File: src/rtl/dm_port_arbiter_pkg.sv
// Shared types and default widths for the data-memory port arbiter and the DM itself.
package dm_port_arbiter_pkg;

    localparam int unsigned DM_ADDR_BITS = 12;
    localparam int unsigned DM_DATA_W    = 32;

    typedef enum logic {
        CPU_PRI   = 1'b0,
        HOST_OWED = 1'b1
    } arb_state_t;

    typedef enum logic {
        OWN_CPU  = 1'b0,
        OWN_HOST = 1'b1
    } rd_owner_t;

endpackage

File: src/rtl/dm_port_arbiter_if.sv
// Bundles the CPU MEM-stage port, the host/loader port and the DM port of the arbiter.
interface dm_port_arbiter_if
    import dm_port_arbiter_pkg::*;
#(
    parameter int unsigned ADDR_BITS = DM_ADDR_BITS,
    parameter int unsigned DATA_W    = DM_DATA_W
) ();

    logic                 cpu_req;
    logic                 cpu_we;
    logic [ADDR_BITS-1:0] cpu_addr;
    logic [DATA_W-1:0]    cpu_wdata;
    logic                 cpu_stall;
    logic [DATA_W-1:0]    cpu_rdata;
    logic                 cpu_rvalid;

    logic                 host_req;
    logic                 host_we;
    logic [ADDR_BITS-1:0] host_addr;
    logic [DATA_W-1:0]    host_wdata;
    logic                 host_gnt;
    logic [DATA_W-1:0]    host_rdata;
    logic                 host_rvalid;

    logic                 dm_en;
    logic                 dm_we;
    logic [ADDR_BITS-1:0] dm_addr;
    logic [DATA_W-1:0]    dm_wdata;
    logic [DATA_W-1:0]    dm_rdata;

    modport slave (
        input  cpu_req, cpu_we, cpu_addr, cpu_wdata,
        output cpu_stall, cpu_rdata, cpu_rvalid,
        input  host_req, host_we, host_addr, host_wdata,
        output host_gnt, host_rdata, host_rvalid,
        output dm_en, dm_we, dm_addr, dm_wdata,
        input  dm_rdata
    );

    modport master (
        output cpu_req, cpu_we, cpu_addr, cpu_wdata,
        input  cpu_stall, cpu_rdata, cpu_rvalid,
        output host_req, host_we, host_addr, host_wdata,
        input  host_gnt, host_rdata, host_rvalid,
        input  dm_en, dm_we, dm_addr, dm_wdata,
        output dm_rdata
    );

endinterface

File: src/rtl/dm_arb_starve_ctr.sv
// Saturating count of consecutive denied host cycles; reached flags the limit.
module dm_arb_starve_ctr (
    input  logic       clk,
    input  logic       rst,
    input  logic       inc,
    input  logic       clr,
    input  logic [7:0] limit,
    output logic       reached,
    output logic [7:0] count
);

    always_ff @(posedge clk or posedge rst) begin
        if (rst) begin
            count <= '0;
        end else if (clr) begin
            count <= '0;
        end else if (inc && (count < limit)) begin
            count <= count + 8'd1;
        end
    end

    always_comb begin
        reached = (count >= limit);
    end

endmodule

File: src/rtl/dm_port_arbiter.sv
// Shares the DM port between the CPU MEM stage (priority) and the host loader port.
// Define DM_ARB_PERF_EN to add the perf_cpu_stalls / perf_host_grants counters.
module dm_port_arbiter
    import dm_port_arbiter_pkg::*;
#(
    parameter int unsigned ADDR_BITS    = DM_ADDR_BITS,
    parameter int unsigned DATA_W       = DM_DATA_W,
    parameter int unsigned STARVE_LIMIT = 8
) (
    input  logic               input_clk,
    input  logic               rst,
    dm_port_arbiter_if.slave   bus
`ifdef DM_ARB_PERF_EN
    ,
    output logic [31:0]        perf_cpu_stalls,
    output logic [31:0]        perf_host_grants
`endif
);

    localparam logic [7:0] LIMIT = 8'(STARVE_LIMIT);

    arb_state_t           state;
    rd_owner_t            rd_owner_q;
    logic                 rd_pend_q;
    logic                 cpu_sel;
    logic                 host_sel;
    logic                 cpu_rv;
    logic                 host_rv;
    logic                 dm_we_c;
    logic [ADDR_BITS-1:0] dm_addr_c;
    logic [DATA_W-1:0]    dm_wdata_c;
    logic [ADDR_BITS-1:0] addr_q;
    logic [DATA_W-1:0]    wdata_q;
    logic [DATA_W-1:0]    cpu_rdata_q;
    logic [DATA_W-1:0]    host_rdata_q;
    logic                 starve_inc;
    logic                 starve_clr;
    logic                 starve_reached;
    logic [7:0]           starve_cnt;
    logic                 owe_next;

    dm_arb_starve_ctr u_starve (
        .clk     (input_clk),
        .rst     (rst),
        .inc     (starve_inc),
        .clr     (starve_clr),
        .limit   (LIMIT),
        .reached (starve_reached),
        .count   (starve_cnt)
    );

    always_comb begin
        host_sel   = bus.host_req & ((state == HOST_OWED) | ~bus.cpu_req);
        cpu_sel    = bus.cpu_req & ~host_sel;
        starve_inc = bus.host_req & ~host_sel;
        starve_clr = host_sel | ~bus.host_req;
        // State mirrors the counter value that will be latched on this edge.
        owe_next   = starve_inc & (starve_reached | ((starve_cnt + 8'd1) == LIMIT));
    end

    always_comb begin
        dm_we_c    = 1'b0;
        dm_addr_c  = addr_q;
        dm_wdata_c = wdata_q;
        if (cpu_sel) begin
            dm_we_c    = bus.cpu_we;
            dm_addr_c  = bus.cpu_addr;
            dm_wdata_c = bus.cpu_wdata;
        end else if (host_sel) begin
            dm_we_c    = bus.host_we;
            dm_addr_c  = bus.host_addr;
            dm_wdata_c = bus.host_wdata;
        end
    end

    always_comb begin
        cpu_rv          = rd_pend_q & (rd_owner_q == OWN_CPU);
        host_rv         = rd_pend_q & (rd_owner_q == OWN_HOST);
        bus.cpu_stall   = bus.cpu_req & ~cpu_sel;
        bus.host_gnt    = host_sel;
        bus.dm_en       = cpu_sel | host_sel;
        bus.dm_we       = dm_we_c;
        bus.dm_addr     = dm_addr_c;
        bus.dm_wdata    = dm_wdata_c;
        bus.cpu_rvalid  = cpu_rv;
        bus.host_rvalid = host_rv;
        bus.cpu_rdata   = cpu_rv ? bus.dm_rdata : cpu_rdata_q;
        bus.host_rdata  = host_rv ? bus.dm_rdata : host_rdata_q;
    end

    always_ff @(posedge input_clk or posedge rst) begin
        if (rst) begin
            state        <= CPU_PRI;
            rd_pend_q    <= 1'b0;
            rd_owner_q   <= OWN_CPU;
            addr_q       <= '0;
            wdata_q      <= '0;
            cpu_rdata_q  <= '0;
            host_rdata_q <= '0;
        end else begin
            state     <= owe_next ? HOST_OWED : CPU_PRI;
            rd_pend_q <= (cpu_sel & ~bus.cpu_we) | (host_sel & ~bus.host_we);
            if (cpu_sel | host_sel) begin
                rd_owner_q <= host_sel ? OWN_HOST : OWN_CPU;
                addr_q     <= dm_addr_c;
                wdata_q    <= dm_wdata_c;
            end
            if (cpu_rv) begin
                cpu_rdata_q <= bus.dm_rdata;
            end
            if (host_rv) begin
                host_rdata_q <= bus.dm_rdata;
            end
        end
    end

`ifdef DM_ARB_PERF_EN
    always_ff @(posedge input_clk or posedge rst) begin
        if (rst) begin
            perf_cpu_stalls  <= '0;
            perf_host_grants <= '0;
        end else begin
            if (bus.cpu_req & ~cpu_sel) begin
                perf_cpu_stalls <= perf_cpu_stalls + 32'd1;
            end
            if (host_sel) begin
                perf_host_grants <= perf_host_grants + 32'd1;
            end
        end
    end
`endif

endmodule

File: src/flat_wrapper.sv
// flat-port wrapper written by rule: the top's interface ports become plain ports
module dm_port_arbiter_flat import dm_port_arbiter_pkg::*;
#(
    parameter int unsigned ADDR_BITS    = DM_ADDR_BITS,
    parameter int unsigned DATA_W       = DM_DATA_W,
    parameter int unsigned STARVE_LIMIT = 8
)
  (input_clk, rst, bus_cpu_req, bus_cpu_we, bus_cpu_addr, bus_cpu_wdata, bus_cpu_stall, bus_cpu_rdata, bus_cpu_rvalid, bus_host_req, bus_host_we, bus_host_addr, bus_host_wdata, bus_host_gnt, bus_host_rdata, bus_host_rvalid, bus_dm_en, bus_dm_we, bus_dm_addr, bus_dm_wdata, bus_dm_rdata);
  dm_port_arbiter_if #(.ADDR_BITS(ADDR_BITS), .DATA_W(DATA_W)) bus_i ();
  input  logic input_clk;
  input  logic rst;
  input wire logic [$bits(bus_i.cpu_req)-1:0] bus_cpu_req;
  input wire logic [$bits(bus_i.cpu_we)-1:0] bus_cpu_we;
  input wire logic [$bits(bus_i.cpu_addr)-1:0] bus_cpu_addr;
  input wire logic [$bits(bus_i.cpu_wdata)-1:0] bus_cpu_wdata;
  output wire logic [$bits(bus_i.cpu_stall)-1:0] bus_cpu_stall;
  output wire logic [$bits(bus_i.cpu_rdata)-1:0] bus_cpu_rdata;
  output wire logic [$bits(bus_i.cpu_rvalid)-1:0] bus_cpu_rvalid;
  input wire logic [$bits(bus_i.host_req)-1:0] bus_host_req;
  input wire logic [$bits(bus_i.host_we)-1:0] bus_host_we;
  input wire logic [$bits(bus_i.host_addr)-1:0] bus_host_addr;
  input wire logic [$bits(bus_i.host_wdata)-1:0] bus_host_wdata;
  output wire logic [$bits(bus_i.host_gnt)-1:0] bus_host_gnt;
  output wire logic [$bits(bus_i.host_rdata)-1:0] bus_host_rdata;
  output wire logic [$bits(bus_i.host_rvalid)-1:0] bus_host_rvalid;
  output wire logic [$bits(bus_i.dm_en)-1:0] bus_dm_en;
  output wire logic [$bits(bus_i.dm_we)-1:0] bus_dm_we;
  output wire logic [$bits(bus_i.dm_addr)-1:0] bus_dm_addr;
  output wire logic [$bits(bus_i.dm_wdata)-1:0] bus_dm_wdata;
  input wire logic [$bits(bus_i.dm_rdata)-1:0] bus_dm_rdata;
  assign bus_i.cpu_req = bus_cpu_req;
  assign bus_i.cpu_we = bus_cpu_we;
  assign bus_i.cpu_addr = bus_cpu_addr;
  assign bus_i.cpu_wdata = bus_cpu_wdata;
  assign bus_cpu_stall = bus_i.cpu_stall;
  assign bus_cpu_rdata = bus_i.cpu_rdata;
  assign bus_cpu_rvalid = bus_i.cpu_rvalid;
  assign bus_i.host_req = bus_host_req;
  assign bus_i.host_we = bus_host_we;
  assign bus_i.host_addr = bus_host_addr;
  assign bus_i.host_wdata = bus_host_wdata;
  assign bus_host_gnt = bus_i.host_gnt;
  assign bus_host_rdata = bus_i.host_rdata;
  assign bus_host_rvalid = bus_i.host_rvalid;
  assign bus_dm_en = bus_i.dm_en;
  assign bus_dm_we = bus_i.dm_we;
  assign bus_dm_addr = bus_i.dm_addr;
  assign bus_dm_wdata = bus_i.dm_wdata;
  assign bus_i.dm_rdata = bus_dm_rdata;
  dm_port_arbiter #(.ADDR_BITS(ADDR_BITS), .DATA_W(DATA_W), .STARVE_LIMIT(STARVE_LIMIT)) u_core (.input_clk(input_clk), .rst(rst), .bus(bus_i));
endmodule
File: config.mk
export PLATFORM = sky130hd
export DESIGN_NAME = dm_port_arbiter_flat
export DESIGN_NICKNAME = d
export VERILOG_FILES = /design/src/rtl/dm_port_arbiter_pkg.sv /design/src/rtl/dm_port_arbiter_if.sv /design/src/rtl/dm_arb_starve_ctr.sv /design/src/rtl/dm_port_arbiter.sv /design/src/flat_wrapper.sv
export SDC_FILE = /design/constraint.sdc
export NUM_CORES = 1
export LEC_CHECK = 0
export BUFFER_PORTS_ARGS = -buffer_cell sky130_fd_sc_hd__buf_2
export CORE_MARGIN = 5
export CORE_UTILIZATION = 42
export CTS_BUF_LIST = sky130_fd_sc_hd__clkbuf_4 sky130_fd_sc_hd__clkbuf_8 sky130_fd_sc_hd__clkbuf_16
export DETAILED_ROUTE_END_ITERATION = 16
export PLACE_DENSITY = 0.76
export SYNTH_ARGS = -nofsm -noshare
export SYNTH_HDL_FRONTEND = slang
export SYNTH_SLANG_ARGS = --single-unit
File: constraint.sdc
create_clock -name input_clk -period 3.9 [get_ports input_clk]
set_input_delay 0.585 -clock input_clk [delete_from_list [all_inputs] [get_ports input_clk]]
set_output_delay 0.585 -clock input_clk [all_outputs]
set_load 0.02 [all_outputs]
==> impl_metrics.ini <==
[outcome]
status = finished, final reports clean

[sta]
tightest_slew_ns = 0.8232
setup_tns_ns = 0
post-route-min-period_ns = 2.654
setup_viol = 0
period_share_pct = 68.05
fmax_mhz = 376.8
slew_viol_final = 0
skew_ns = 0.006208
hold_violations = 0
slew_headroom_pct = 45.12
rsz0062_at_grt = false

[global_routing]
grt_use_met1_pct = 24.14
grt_busiest_layer = met2
antenna_found_initial = 0
grt_use_met2_pct = 29.91
grt_pass1_vias = 4434
grt_pass1_wl_mm = 21.87
grt_max_degree = 91
grt_usage_pct = 18.84
grtUsageMet3_pct = 6.014
grt.overflow.total = 0

[power_and_ir_drop]
p_leak_nw = 3.561
internal_power_mw = 2.957
power_density_nw_per_um2 = 585.1
pwr-share-clk_pct = 39.2
p_total_mw = 4.199
switchingPower_mw = 1.242
power_frac_seq_pct = 36.1
pwr-share-comb_pct = 24.7
swShare_pct = 29.58
irDropWorstVdd_mv = 0.2889

[setup_path]
path_max_fanout = 90
cp_data_arrival_time_ns = 2.07
cpPeakStageDelay_ns = 0.54
cp-end-kind = output port
cpLargestDelayFamily = buffers and inverters
cp_data_required_time_ns = 3.31
r2r_cells = 3
setup.worst_path.class = register to output port
cp_num_buf_inv = 3
cp_cell_sequence = nand2b_1, nand2_1, inv_2, buf_4, o21ai_0, buf_2
critPathSlowestCell = buf_4
r2r_setup_slack_ns = 2.23
critPathLaunchType = register
worst-path-stages = 6

[clocking]
cts_resized = 0
cts_root_buf = clkbuf_16
clockBufferDepth = 2
cts_tree = done
htreeDepth = 4
ctsHoldBuffers = 0
insertion_delay_ns = 0.40
cts.sinks = 119
cts_buffers = 17
postCtsSetupBuffers = 0
clk_pin_slew_ns = 0.06

[routing]
detail_route.vias_per_cell = 5.007
antenna_left = 0
wl_mm = 13.78
drtIter0Drc = 191
post_drt_wl_per_cell_um = 16.21
drtPass1Iterations = 4
dr_total_vias = 4256
drc = 0

[floorplan]
core.rowCount = 40
initial_core_util_pct = 43.07
design.die.area_sq_um = 14750
core_area_sq_um = 12110
die_x_um = 121.4
dieHeight_um = 121.4
io-pin-count = 240

[flow_run]
maxCapViolations = 0

[yosys]
synth_cell_types = 33
synth_fp_nets = 566
synth_edf_count = 0
synth-seq-cells = 119
synth_flop_cell = dfrtp_1
synth_cells = 437
ys_seq_area_share_pct = 57.09
syn_area_sq_um = 5216
syn_area_per_cell_sq_um = 11.94
async_reset_ff_share_pct = 100.0
synth_warnings = 0

[place]
gp_congestion = 0.8531
io_buffers = 239
dp_hpwl_mm = 10.17

[finish]
fin_nets = 798
syn_to_final_growth_pct = 37.59
final_common_cell = buf_2
n_antenna_cell = 0
multiInputGateArea_sq_um = 2073
final_util_pct = 59.26
fillers = 985
layout.area.seq_sq_um = 2978
drive_gt1_share_pct = 50.59
layout_common_cells = 239 x buf_2, 119 x dfrtp_1, 74 x o21ai_0

[hold_path]
hold_class = input pin to async pin
==> flip-flops by register name, indices dropped and copies added, names as in the netlist <==
signal and cells:
u_core.rd_pend_q 1, u_core.wdata_q 32, u_core.u_starve.count 8, u_core.rd_owner_q 1, u_core.addr_q 12, u_core.cpu_rdata_q 32
u_core.state 1, u_core.host_rdata_q 32
==> per-layer routing <==
layer  routed length [um]  up-vias  share of wire (%)
met3                 1316       18                9.6
met4                  232        0                1.7
met2                 6333      214                 46
met1                 5895     1996                 43
met5                    0        -                  0
li1                     -     2028                  -
==> power groups by stage <==
stage,Clock [mW],Combinational (mW),Sequential (mW)
after floorplan,0,0.682,1.51
after global placement,0,1.02,1.52
after detailed placement,0,1.05,1.53
after CTS,1.68,1.05,1.52
after global routing,1.75,1.12,1.54
final,1.64,1.04,1.52
==> area by class of cell <==
cell class,instances,area share [%]
repair buffers,247,17.50
flip-flops and latches,119,41.49
inverters,6,0.3487
multi-input cells,278,28.89
well taps,168,2.929
clock buffers,20,6.416
clock inverters,12,2.423
==> final timing paths <==
check,to,from
max reg2reg,u_core.u_starve.count[2],u_core.u_starve.count[3]
min reg2reg,u_core.u_starve.count[6],u_core.u_starve.count[6]
min in group input_clk,u_core.rd_pend_q,bus_host_we
min,u_core.host_rdata_q[13],rst
max in group asynchronous,u_core.wdata_q[0],rst
max,bus_dm_wdata[25],u_core.state
==> through the flow <==
step                      std cells  hold WS [ns]  setup WS (ns)  area, sq um
after global routing            850        0.3658          1.058         7177
after detailed placement        818        0.4662          1.356         6543
after global placement          818        0.4615          1.372         6543
after floorplan                 437        0.4437         0.1575         5216
after CTS                       850        0.3534          1.233         7177
final                           850        0.3510          1.246         7177
==> Yosys cell counts, types with 2 or more instances <==
library cell	number	area (sq um)
and2_1	4	25.02
buf_1	3	11.26
buf_2	7	35.03
clkbuf_1	22	82.58
dfrtp_1	119	2978
ha_1	3	37.54
inv_1	5	18.77
mux2_1	2	22.52
mux2_2	62	698.2
mux2i_1	45	450.4
nand2_1	6	22.52
nand2b_1	2	12.51
nand3_1	46	230.2
o211ai_1	2	15.01
o21ai_0	74	370.4
o21ai_1	17	85.08
or4_1	2	15.01
==> kinds of logic after synthesis <==
kind of cell	share of synthesized area [%]
mux	22.45
fa+ha+maj	0.7197
compound gates	9.571
flops	57.09
buf+inv	3.214
simple gates	6.956
Note: power is estimated with default switching activity, not from simulation.
